<file path="config.mk">
export PLATFORM = sky130hd
export DESIGN_NAME = res_station_flat
export DESIGN_NICKNAME = d
export VERILOG_FILES = /design/src/rtl/res_station_pkg.sv /design/src/rtl/res_station_if.sv /design/src/rtl/rs_pick.sv /design/src/rtl/res_station.sv /design/src/flat_wrapper.sv
export SDC_FILE = /design/constraint.sdc
export NUM_CORES = 1
export LEC_CHECK = 0
export CAP_MARGIN = 10
export CORE_MARGIN = 8
export CORE_UTILIZATION = 57
export DETAILED_ROUTE_END_ITERATION = 12
export PLACE_DENSITY = 0.79
export SLEW_MARGIN = 10
export SYNTH_ARGS = -nofsm -noshare
export SYNTH_HDL_FRONTEND = slang
export SYNTH_SLANG_ARGS = --single-unit
export TNS_END_PERCENT = 50
</file>
<file path="constraint.sdc">
create_clock -name clk -period 6.05 [get_ports clk]
set_input_delay 1.21 -clock clk [delete_from_list [all_inputs] [get_ports clk]]
set_output_delay 1.21 -clock clk [all_outputs]
set_load 0.03 [all_outputs]
</file>
<file path="src/rtl/res_station_pkg.sv">
// rtl/res_station_pkg.sv - reservation station sizes, tag width and record types
// Shared by the reservation station, its interface and the testbench.
package res_station_pkg;

  localparam int RS_DEPTH = 4;
  localparam int OP_WIDTH = 6;
  localparam int ROB_SIZE = 5;

  typedef logic [ROB_SIZE-1:0] rob_tag_t;

  typedef struct packed {
    logic [OP_WIDTH-1:0] op;
    logic [31:0]         vj;
    rob_tag_t            qj;
    logic                qj_wait;
    logic [31:0]         vk;
    rob_tag_t            qk;
    logic                qk_wait;
    rob_tag_t            rob_tag;
  } issue_rs_struct_o;

  typedef struct packed {
    logic        valid;
    rob_tag_t    tag;
    logic [31:0] value;
    logic        br_taken;
  } cdb_struct_t;

  typedef struct packed {
    logic [OP_WIDTH-1:0] op;
    logic [31:0]         vj;
    logic [31:0]         vk;
    rob_tag_t            rob_tag;
  } rs_fu_struct_o;

  typedef struct packed {
    logic                busy;
    logic [OP_WIDTH-1:0] op;
    logic [31:0]         vj;
    rob_tag_t            qj;
    logic                qj_wait;
    logic [31:0]         vk;
    rob_tag_t            qk;
    logic                qk_wait;
    rob_tag_t            rob_tag;
  } rs_entry_t;

  function automatic rs_fu_struct_o entry_to_fu(input rs_entry_t e);
    rs_fu_struct_o f;
    f.op      = e.op;
    f.vj      = e.vj;
    f.vk      = e.vk;
    f.rob_tag = e.rob_tag;
    return f;
  endfunction

endpackage

</file>
<file path="src/rtl/res_station_if.sv">
// rtl/res_station_if.sv - issue, CDB and FU-dispatch signals of the reservation station
// slave is the station's view; master is the pipeline/testbench view.
interface res_station_if;
  import res_station_pkg::*;

  logic             issue_valid_i;
  issue_rs_struct_o issue_data_i;
  cdb_struct_t      cdb_data_i;
  logic             fu_ready_i;
  logic             fu_valid_o;
  rs_fu_struct_o    fu_data_o;
  logic             full_o;

  modport slave (
    input  issue_valid_i, issue_data_i, cdb_data_i, fu_ready_i,
    output fu_valid_o, fu_data_o, full_o
  );

  modport master (
    output issue_valid_i, issue_data_i, cdb_data_i, fu_ready_i,
    input  fu_valid_o, fu_data_o, full_o
  );

endinterface

</file>
<file path="src/rtl/rs_pick.sv">
// rtl/rs_pick.sv - lowest-index priority encoder with one-hot grant and any flag
module rs_pick #(
  parameter int N = 4
) (
  input  logic [N-1:0] i_req,
  output logic [N-1:0] o_gnt,
  output logic         o_any
);

  // req & -req isolates the lowest set bit
  assign o_gnt = i_req & (~i_req + N'(1));
  assign o_any = |i_req;

endmodule

</file>
<file path="src/rtl/res_station.sv">
// rtl/res_station.sv - reservation station feeding one functional unit
// Holds issued ops until operands arrive on the CDB, then dispatches through a registered output.
module res_station
  import res_station_pkg::*;
#(
  parameter int DEPTH = RS_DEPTH
) (
  input  logic           clk,
  input  logic           rst,
  input  logic           flush_i,
  res_station_if.slave   rs_if
);

  rs_entry_t        r_ent [DEPTH];
  logic             r_fu_valid;
  rs_fu_struct_o    r_fu_data;

  logic [DEPTH-1:0] w_busy;
  logic [DEPTH-1:0] w_ready;
  logic [DEPTH-1:0] w_free_gnt;
  logic [DEPTH-1:0] w_sel_gnt;
  logic             w_free_any;
  logic             w_sel_any;
  logic             w_full;
  logic             w_load;
  logic             w_alloc;
  rs_entry_t        w_new;
  rs_fu_struct_o    w_sel_data;
  cdb_struct_t      w_cdb;
  logic             w_unused;

  assign w_cdb    = rs_if.cdb_data_i;
  assign w_unused = w_cdb.br_taken;

  always_comb begin
    w_busy  = '0;
    w_ready = '0;
    for (int i = 0; i < DEPTH; i++) begin
      w_busy[i]  = r_ent[i].busy;
      w_ready[i] = r_ent[i].busy && !r_ent[i].qj_wait && !r_ent[i].qk_wait;
    end
  end

  rs_pick #(.N(DEPTH)) u_free_pick (
    .i_req (~w_busy),
    .o_gnt (w_free_gnt),
    .o_any (w_free_any)
  );

  rs_pick #(.N(DEPTH)) u_sel_pick (
    .i_req (w_ready),
    .o_gnt (w_sel_gnt),
    .o_any (w_sel_any)
  );

  // full is from busy bits only, so a slot freed by select this cycle is not offered
  assign w_full  = &w_busy;
  assign w_load  = !r_fu_valid || rs_if.fu_ready_i;
  assign w_alloc = rs_if.issue_valid_i && !w_full && w_free_any;

  always_comb begin
    w_new.busy    = 1'b1;
    w_new.op      = rs_if.issue_data_i.op;
    w_new.vj      = rs_if.issue_data_i.vj;
    w_new.qj      = rs_if.issue_data_i.qj;
    w_new.qj_wait = rs_if.issue_data_i.qj_wait;
    w_new.vk      = rs_if.issue_data_i.vk;
    w_new.qk      = rs_if.issue_data_i.qk;
    w_new.qk_wait = rs_if.issue_data_i.qk_wait;
    w_new.rob_tag = rs_if.issue_data_i.rob_tag;
    if (w_cdb.valid && rs_if.issue_data_i.qj_wait && rs_if.issue_data_i.qj == w_cdb.tag) begin
      w_new.vj      = w_cdb.value;
      w_new.qj_wait = 1'b0;
    end
    if (w_cdb.valid && rs_if.issue_data_i.qk_wait && rs_if.issue_data_i.qk == w_cdb.tag) begin
      w_new.vk      = w_cdb.value;
      w_new.qk_wait = 1'b0;
    end
  end

  always_comb begin
    w_sel_data = '0;
    for (int i = 0; i < DEPTH; i++) begin
      if (w_sel_gnt[i]) begin
        w_sel_data = w_sel_data | entry_to_fu(r_ent[i]);
      end
    end
  end

  // select only targets busy entries and alloc only free ones, so the branches never collide
  always_ff @(posedge clk) begin
    if (rst || flush_i) begin
      for (int i = 0; i < DEPTH; i++) begin
        r_ent[i] <= '0;
      end
      r_fu_valid <= 1'b0;
      r_fu_data  <= '0;
    end else begin
      for (int i = 0; i < DEPTH; i++) begin
        if (w_load && w_sel_gnt[i]) begin
          r_ent[i].busy <= 1'b0;
        end else if (w_alloc && w_free_gnt[i]) begin
          r_ent[i] <= w_new;
        end else if (r_ent[i].busy && w_cdb.valid) begin
          if (r_ent[i].qj_wait && r_ent[i].qj == w_cdb.tag) begin
            r_ent[i].vj      <= w_cdb.value;
            r_ent[i].qj_wait <= 1'b0;
          end
          if (r_ent[i].qk_wait && r_ent[i].qk == w_cdb.tag) begin
            r_ent[i].vk      <= w_cdb.value;
            r_ent[i].qk_wait <= 1'b0;
          end
        end
      end
      if (w_load) begin
        r_fu_valid <= w_sel_any;
        if (w_sel_any) begin
          r_fu_data <= w_sel_data;
        end
      end
    end
  end

  assign rs_if.fu_valid_o = r_fu_valid;
  assign rs_if.fu_data_o  = r_fu_data;
  assign rs_if.full_o     = w_full;

endmodule

</file>
<file path="src/flat_wrapper.sv">
// flat-port wrapper written by rule: the top's interface ports become plain ports
module res_station_flat import res_station_pkg::*;
#(
  parameter int DEPTH = RS_DEPTH
)
  (clk, rst, flush_i, rs_if_issue_valid_i, rs_if_issue_data_i, rs_if_cdb_data_i, rs_if_fu_ready_i, rs_if_fu_valid_o, rs_if_fu_data_o, rs_if_full_o);
  res_station_if rs_if_i ();
  input  logic clk;
  input  logic rst;
  input  logic flush_i;
  input wire logic [$bits(rs_if_i.issue_valid_i)-1:0] rs_if_issue_valid_i;
  input wire logic [$bits(rs_if_i.issue_data_i)-1:0] rs_if_issue_data_i;
  input wire logic [$bits(rs_if_i.cdb_data_i)-1:0] rs_if_cdb_data_i;
  input wire logic [$bits(rs_if_i.fu_ready_i)-1:0] rs_if_fu_ready_i;
  output wire logic [$bits(rs_if_i.fu_valid_o)-1:0] rs_if_fu_valid_o;
  output wire logic [$bits(rs_if_i.fu_data_o)-1:0] rs_if_fu_data_o;
  output wire logic [$bits(rs_if_i.full_o)-1:0] rs_if_full_o;
  assign rs_if_i.issue_valid_i = rs_if_issue_valid_i;
  assign rs_if_i.issue_data_i = rs_if_issue_data_i;
  assign rs_if_i.cdb_data_i = rs_if_cdb_data_i;
  assign rs_if_i.fu_ready_i = rs_if_fu_ready_i;
  assign rs_if_fu_valid_o = rs_if_i.fu_valid_o;
  assign rs_if_fu_data_o = rs_if_i.fu_data_o;
  assign rs_if_full_o = rs_if_i.full_o;
  res_station #(.DEPTH(DEPTH)) u_core (.clk(clk), .rst(rst), .flush_i(flush_i), .rs_if(rs_if_i));
endmodule
</file>
After elaboration in Yosys (flattened, before gate mapping)
Memory sizes are Yosys's and may differ from the RTL's.
Cells that the tools add are included.
{"block": "word_totals", "output_inout_bits": 77, "regBits": 76, "romBits": 0, "elab_cells": 218, "input_bits": 131, "n_memories": 1, "latch_bits": 0, "mem_bits_rw": 352}
{"block": "op_classes", "n_bitwise": 36, "reduce_logical": 50, "n_mul": 0, "muxes": 114, "shifts": 0, "n_eq_ne": 10, "n_addsub": 2, "div_mod_pow": 0, "magnitude_cmp": 0}
{"memory": "u_core.r_ent", "words": 4, "word_bits": 88, "rd": 4, "rd_ports_with_merged_regs": 0, "wr": 4, "line": "res_station.sv:14", "rtl": "rs_entry_t r_ent [DEPTH];"}
{"operator": "2-to-1 mux 87 bit", "count": 4}
{"operator": "2-to-1 mux 32 bit", "count": 10}
{"operator": "2-to-1 mux 75 bit", "count": 4}
{"operator": "OR 75 bit", "count": 3}
{"operator": "2-to-1 mux 1 bit", "count": 96}
{"operator": "equality test 5 bit", "count": 10}
{"operator": "logical AND 1 bit", "count": 34}
{"operator": "OR 1 bit", "count": 28}
{"operator": "NOT 4 bit", "count": 3}
{"operator": "logical NOT 1 bit", "count": 10}
{"operator": "adder 4 x 1 -> 4 bit (second input constant)", "count": 2}
{"operator": "AND 4 bit", "count": 2}
{"operator": "OR reduction 4 bit", "count": 2}
{"operator": "AND reduction 4 bit", "count": 1}
{"operator": "logical OR 1 bit", "count": 2}
{"operator": "AND reduction 2 bit", "count": 1}

Logic depth before layout (Yosys ltp)
Gate-level depths: netlist of the first run.
An unclocked memory read counts as a cell.
{"block": "depth", "depth_word": 14, "ltp_mapped": 8, "ltp_nobuf": 6}

Cells and area by module
Synthesis of the first run repeated with hierarchy kept, for this count alone.
{"block": "unflattened", "hier_cells": 1388, "hier_area_um2": 18950.7}
{"module": "res_station", "area_each_um2": 18875.6, "instances": 1, "seq_area_each_um2": 12091.6, "cells_per_inst": 1378}
{"module": "rs_pick", "area_each_um2": 37.5, "instances": 2, "seq_area_each_um2": 0.0, "cells_per_inst": 5}

Worst setup path before layout of the first run
Ideal clock, no wire load.
{"block": "synth_path", "path_kind": "input to register", "startpoint": "input flush_i", "endpoint": "memory u_core.r_ent[3][11] (netlist bit) (enable)", "required_time_ns": 5.577, "t_arrival_ns": 4.245, "setup_ns": 0.473, "path_buffers": 0, "slack_ns": 1.332, "stages": 3, "cell_sequence": "nor2_1 > nand3_1 > o31ai_1"}
{"element": "from (decl)", "line": "flat_wrapper.sv:10", "rtl": "input logic flush_i;"}
{"element": "to (decl)", "line": "res_station.sv:14"}

==> results.sh, run 1 <==
export IMPL_max_slew_margin_pct=18.7
export IMPL_clockRootBuffer="clkbuf_16"
export IMPL_synthToLayoutAreaGrowth_pct=18.5
export IMPL_synth_top_area_cell="edfxtp_1"
export IMPL_grt_usage_pct=26.9
export IMPL_final_nets=1704
export IMPL_start_kind="input port"
export IMPL_h_tree_depth=2
export IMPL_whs_ps=528
export IMPL_critical_path_class="in -> reg"
export IMPL_setup_tns_ps=0
export IMPL_synth_top_family_by_area="compound AO/OA/AOI/OAI gates"
export IMPL_io_buffers=206
export IMPL_outcome="finished clean"
export IMPL_rows=67
export IMPL_ys_flop_type="edfxtp_1"
export IMPL_hold_class="reg -> reg"
export IMPL_cp_required_ps=6440
export IMPL_grt_overflow_total=0
export IMPL_antenna_found_initial=7
export IMPL_syn_num_nets=1601
export IMPL_postRouteAntennaNets=0
export IMPL_cts_clk_slew_worst_paths_ps=60
export IMPL_vias_per_cell=6.73
export IMPL_synth_xor_area_share_pct=2.31
export IMPL_synth_edf_count=352
export IMPL_synth_simple_gate_area_share_pct=6.90
export IMPL_filler_cell_count=2319
export IMPL_crit_fanout=46
export IMPL_synth_top_area_share_pct=55.7
export IMPL_grt_pass1_vias=14100
export IMPL_fin_crit_ps=3990
export IMPL_drive_gt1_share_pct=6.72
export IMPL_place_area_sq_mm=0.0212
export IMPL_design_area_sq_mm=0.0225
export IMPL_ir_worst_vdd_v=0.000193
export IMPL_syn_area_sq_mm=0.0190
export IMPL_ys_ff_latch=428
export IMPL_synth_area_leaders="edfxtp_1 (56%), a22o_1 (12%), dfxtp_1 (8.0%), o21ai_0 (4.0%), a221o_1 (4.0%)"
export IMPL_worstPathArrival_ps=4390
export IMPL_fmax_ghz=0.250
export IMPL_cpMostUsedCell="buf_4"
export IMPL_layout_worst_path_cycle_share_pct=66.0
export IMPL_syn_inst=1470
export IMPL_path_delay_family="buffers and inverters"
export IMPL_ys_seq_area_share_pct=63.8
export IMPL_clk_latency_ps=530
export IMPL_leakage_nw=8.24
export IMPL_ctsResizeCount=0
export IMPL_via_count=13900
export IMPL_synth_cell_types=42
export IMPL_fin_skew_ps=19.6
export IMPL_synthArstFlopShare_pct=0
export IMPL_slew_viol_final=0
export IMPL_wire_per_inst_um=26.3
export IMPL_synth_mux_area_share_pct=0
export IMPL_drc=0
export IMPL_cts_tree="done"
export IMPL_worst_pin_slew_ps=1210
export IMPL_cts_sinks=428
export IMPL_cts_setup_buffers=0
export IMPL_cp_cell_sequence="clkdlybuf4s50_1 -> nor2_4 -> buf_4 -> nand2_1 -> inv_1 -> and2_1 -> buf_4 -> a22o_1"
export IMPL_coreArea_sq_mm=0.0331
export IMPL_place_congestion=0.893
export IMPL_synth_fa_ha_area_share_pct=0
export IMPL_chipHeight_um=198
export IMPL_yosys_warnings=0
export IMPL_finalHoldViolations=0
export IMPL_cp_end_kind="flop"
export IMPL_p_per_area_mw_per_mm2=293
export IMPL_dieArea_sq_mm=0.0394
export IMPL_grt_pass1_wl_um=81000
export IMPL_cap_viol_max_count=0
export IMPL_drtPass1Iterations=7
export IMPL_slowest_delay_ps=630
export IMPL_setup_violations=0
export IMPL_crit_buf_inv=4
export IMPL_synth_avg_cell_area_sq_um=12.9
export IMPL_start_util_pct=57.3
export IMPL_cts_hold_buf=0
export IMPL_io_pins=208
export IMPL_clock_path_buffers=3
export IMPL_synth_compound_area_share_pct=22.8
export IMPL_die_w_um=198
export IMPL_grt_max_degree=151
export IMPL_dp_hpwl_um=31300
export IMPL_drt_wl_total_um=54300
export IMPL_cts_buffers=42
export IMPL_first_iter_violations=1611
export IMPL_rsz0062_at_grt="false"
export IMPL_cpMaxStageDelayCell="inv_1"
cell families (layout without fill, tap and decap cells):
| group | Yosys count | count (layout) |
|---|---|---|
| XOR/XNOR | 50 | 50 |
| buffers and inverters | 179 | 315 |
| AND/OR/NAND/NOR | 242 | 242 |
| other | 0 | 6 |
| AO/OA/AOI/OAI | 571 | 571 |
| flip-flops | 428 | 428 |
tightest hold or removal path, cell delays in order (launching register included):
cell and delay [ps]:
edfxtp_1 350, nand2_1 60, a31oi_1 70
Yosys cell counts (2+ instances only):
cell type,count
a221o_1,75
a22o_1,255
a31oi_1,75
and2_1,50
and3_1,45
buf_1,37
buf_2,56
buf_4,5
buf_6,6
clkbuf_1,67
dfxtp_1,76
edfxtp_1,352
inv_1,8
nand2_1,96
nand4_1,8
nand4_4,2
nor2_1,17
nor2b_1,2
nor3_1,2
nor3b_1,3
nor4_1,7
nor4_4,2
o21ai_0,153
o21ai_1,4
o21ai_2,2
xnor2_1,18
xor2_1,32
final timing paths:
check | end | cells after the start | slack (ps) | start
worst max-delay path | u_core.r_ent[1][16] | 8 | 2060 | flush_i
worst min-delay path | u_core.rs_if.fu_data_o[27] | 2 | 530 | u_core.r_ent[3][33]
worst max register to register | u_core.r_ent[3][31] | 7 | 2850 | u_core.r_ent[0][87]
worst min register to register | u_core.rs_if.fu_data_o[27] | 2 | 530 | u_core.r_ent[3][33]
per-stage QoR:
stage | setup WS (ps) | util, % | total power [mW] | instances
final | 2060 | 67.8 | 6.57 | 2060
after global routing | 1970 | 67.8 | 6.75 | 2057
after global placement | 1680 | 63.9 | 4.14 | 1977
after detailed placement | 1600 | 63.9 | 4.16 | 1977
after floorplan | 1330 | - | 3.83 | 1470
after CTS | 2150 | 67.8 | 6.57 | 2054
sequential cells by signal, indices dropped and copies added, names as in the netlist:
name and count:
u_core.r_ent 352, u_core.rs_if.fu_data_o 75, u_core.rs_if.fu_valid_o 1
routing by layer:
| metal | GRT usage (%) | up-vias | part of all wire, % |
|---|---|---|---|
| li1 | - | 6011 | - |
| met1 | 34.0 | 6842 | 38 |
| met2 | 44.2 | 854 | 49 |
| met3 | 5.84 | 145 | 9.9 |
| met4 | 12.1 | 8 | 3.6 |
| met5 | 0 | - | 0.11 |
where the power goes:
group,internal (mW),total (mW),switching (mW)
registers,3.35,3.41,0.0612
logic,0.252,0.704,0.452
clock network,1.40,2.46,1.07
layout by cell type, fill, tap and decap left out, drive strengths merged, types with 8 or more instances in the layout:
cell / n
edfxtp: 352
clkinv: 14
and3: 45
o21ai: 159
clkbuf: 63
a31oi: 75
nand2: 96
a22o: 255
dfxtp: 76
xor2: 32
nand4: 10
clkdlybuf4s50: 206
a221o: 75
buf: 24
inv: 8
xnor2: 18
nor4: 10
nor2: 17
and2: 50
layout make-up:
cell class	instances	area [sq um]	area share (%)
sequential	428	12100	53.8
multi-input combinational	863	6220	27.7
timing repair buffer	230	2270	10.1
clock buffer	63	1220	5.45
tap	448	561	2.50
clock inverter	14	60.1	0.267
inverter	8	30.0	0.134
antenna	6	15.0	0.0668
Note: power is estimated with default switching activity, not from simulation.
==> run 2, diff against run 1 <==
Clock period 6.05 ns to 3.8 ns, I/O delays scaled along.
==> results.sh, run 2 (synthesis gave the netlist of run 1 again) <==
export IMPL_fin_skew_ps=18.3
export IMPL_wire_per_inst_um=26.5
export IMPL_whs_ps=527
export IMPL_worstSetupPathDepth=6
export IMPL_place_congestion=0.924
export IMPL_grt_pass1_vias=14200
export IMPL_cts_buffers=43
export IMPL_drive_gt1_share_pct=8.48
export IMPL_chipHeight_um=198
export IMPL_crit_fanout=32
export IMPL_synthToLayoutAreaGrowth_pct=20.6
export IMPL_start_util_pct=57.3
export IMPL_drtPass1Iterations=5
export IMPL_finalHoldViolations=0
export IMPL_reg2regPathDepth=7
export IMPL_clock_path_buffers=3
export IMPL_layout_worst_path_cycle_share_pct=81.0
export IMPL_fmax_ghz=0.325
export IMPL_cap_viol_max_count=0
export IMPL_clockRootBuffer="clkbuf_16"
export IMPL_ctsResizeCount=0
export IMPL_rsz0062_at_grt="false"
export IMPL_mostFrequentLayoutCells="edfxtp_1 (352), a22o_1 (255), clkdlybuf4s50_1 (206)"
export IMPL_leakage_nw=8.45
export IMPL_cts_clk_slew_worst_paths_ps=60
export IMPL_slew_viol_final=0
export IMPL_slowest_delay_ps=970
export IMPL_dieArea_sq_mm=0.0394
export IMPL_cp_required_ps=4190
export IMPL_seq_area_sq_mm=0.0121
export IMPL_ir_worst_vdd_v=0.000286
export IMPL_grt_usage_pct=27.3
export IMPL_antenna_found_initial=5
export IMPL_hold_class="reg -> reg"
export IMPL_design_area_sq_mm=0.0229
export IMPL_top_register="u_core.r_ent"
export IMPL_vias_per_cell=6.71
export IMPL_multi_input_area_sq_mm=0.00622
export IMPL_coreArea_sq_mm=0.0331
export IMPL_mostFrequentLayoutCell="edfxtp_1"
export IMPL_h_tree_depth=2
export IMPL_cpMaxStageDelayCell="o21ai_4"
export IMPL_postRouteAntennaNets=0
export IMPL_outcome="finished clean"
export IMPL_drt_wl_total_um=55400
export IMPL_cp_end_kind="flop"
export IMPL_worst_pin_slew_ps=1130
export IMPL_filler_cell_count=2228
export IMPL_p_per_area_mw_per_mm2=461
export IMPL_r2r_start="u_core.r_ent[0][87]"
export IMPL_max_slew_margin_pct=24.5
export IMPL_path_delay_family="compound AO/OA/AOI/OAI gates"
export IMPL_fin_crit_ps=3080
export IMPL_final_nets=1736
export IMPL_cts_tree="done"
export IMPL_worstPathArrival_ps=3460
export IMPL_timing_rr_end="u_core.rs_if.fu_data_o[4]"
export IMPL_die_w_um=198
export IMPL_utilization_pct=69.1
export IMPL_cp_cell_sequence="clkdlybuf4s50_1 -> xor2_1 -> nor4_4 -> nand4_4 -> o21ai_4 -> a22o_1"
export IMPL_via_count=14000
export IMPL_cts_hold_buf=0
export IMPL_endpoint="u_core.r_ent[1][56]"
export IMPL_setup_violations=0
export IMPL_cts_setup_buffers=0
export IMPL_power_mw=10.5
export IMPL_setup_tns_ps=0
export IMPL_rows=67
export IMPL_cts_sinks=428
export IMPL_place_area_sq_mm=0.0216
export IMPL_grt_overflow_total=0
export IMPL_grt_pass1_wl_um=82600
export IMPL_io_buffers=206
export IMPL_first_iter_violations=1435
export IMPL_drc=0
export IMPL_crit_buf_inv=1
export IMPL_r2r_slack_ps=1000
export IMPL_clk_latency_ps=540
export IMPL_start_kind="input port"
export IMPL_grt_max_degree=84
export IMPL_dp_hpwl_um=33700
export IMPL_cp_startpoint="rs_if_cdb_data_i[33]"
export IMPL_io_pins=208
export IMPL_critical_path_class="in -> reg"
export IMPL_largest_reg_flops=352
[run 2: changes by cell type in the layout (fill, tap and decap cells not counted), moves of 2 or more]
cell and delta:
clkinv_2 -2, clkinv_1 -4, buf_12 +12, clkbuf_8 +2
clkbuf_1 +6, buf_4 +19
[run 2: worst register-to-register path, stage by stage, from the launching register on]
cell and delay, ps:
edfxtp_1 510, nor3b_4 300, buf_4 450, nor3_1 180
a21oi_4 190, buf_4 630, o21ai_0 240, a31oi_1 230
[run 2: area by class of cell]
class | count | share of cell area [%]
inverters | 8 | 0.131
clock inverters | 8 | 0.153
clock buffers | 71 | 5.57
diodes | 5 | 0.0547
multi-input cells | 863 | 27.2
well taps | 448 | 2.45
flip-flops and latches | 428 | 52.9
repair buffers | 261 | 11.6
[run 2: power by group]
part,total [mW],switching [mW],leakage (nW),internal [mW]
logic,1.16,0.733,3.23,0.426
clock network,3.96,1.68,0.637,2.28
registers,5.43,0.102,4.58,5.32
total,10.5,2.52,8.45,8.03
[run 2: per-layer routing]
metal / track usage (%) / share of wire, % / vias to the layer above
met5: 0 / 0.023 / -
met4: 10.9 / 3.3 / 2
met3: 4.89 / 10 / 144
met2: 45.9 / 49 / 900
met1: 34.7 / 37 / 6913
li1: - / - / 6084
[run 2: per-stage QoR]
stage / std cells / setup WS, ps
finish: 2092 / 723
global route: 2091 / 575
CTS: 2087 / 744
detailed placement: 2008 / 223
global placement: 2008 / 190
floorplan: 1470 / 531
[run 2: how the worst min path moves through the flow]
stage / slack [ps] / depth (start not counted) / from / endpoint
after floorplan: 510 / 2 / u_core.r_ent[3][52] / u_core.rs_if.fu_data_o[40]
after global placement: 510 / 2 / u_core.r_ent[3][65] / u_core.rs_if.fu_data_o[53]
after detailed placement: 520 / 2 / u_core.r_ent[3][14] / u_core.rs_if.fu_data_o[8]
after CTS: 530 / 2 / u_core.r_ent[3][0] / u_core.rs_if.fu_data_o[0]
after global routing: 550 / 2 / u_core.r_ent[3][14] / u_core.rs_if.fu_data_o[8]
final: 530 / 2 / u_core.r_ent[3][0] / u_core.rs_if.fu_data_o[0]
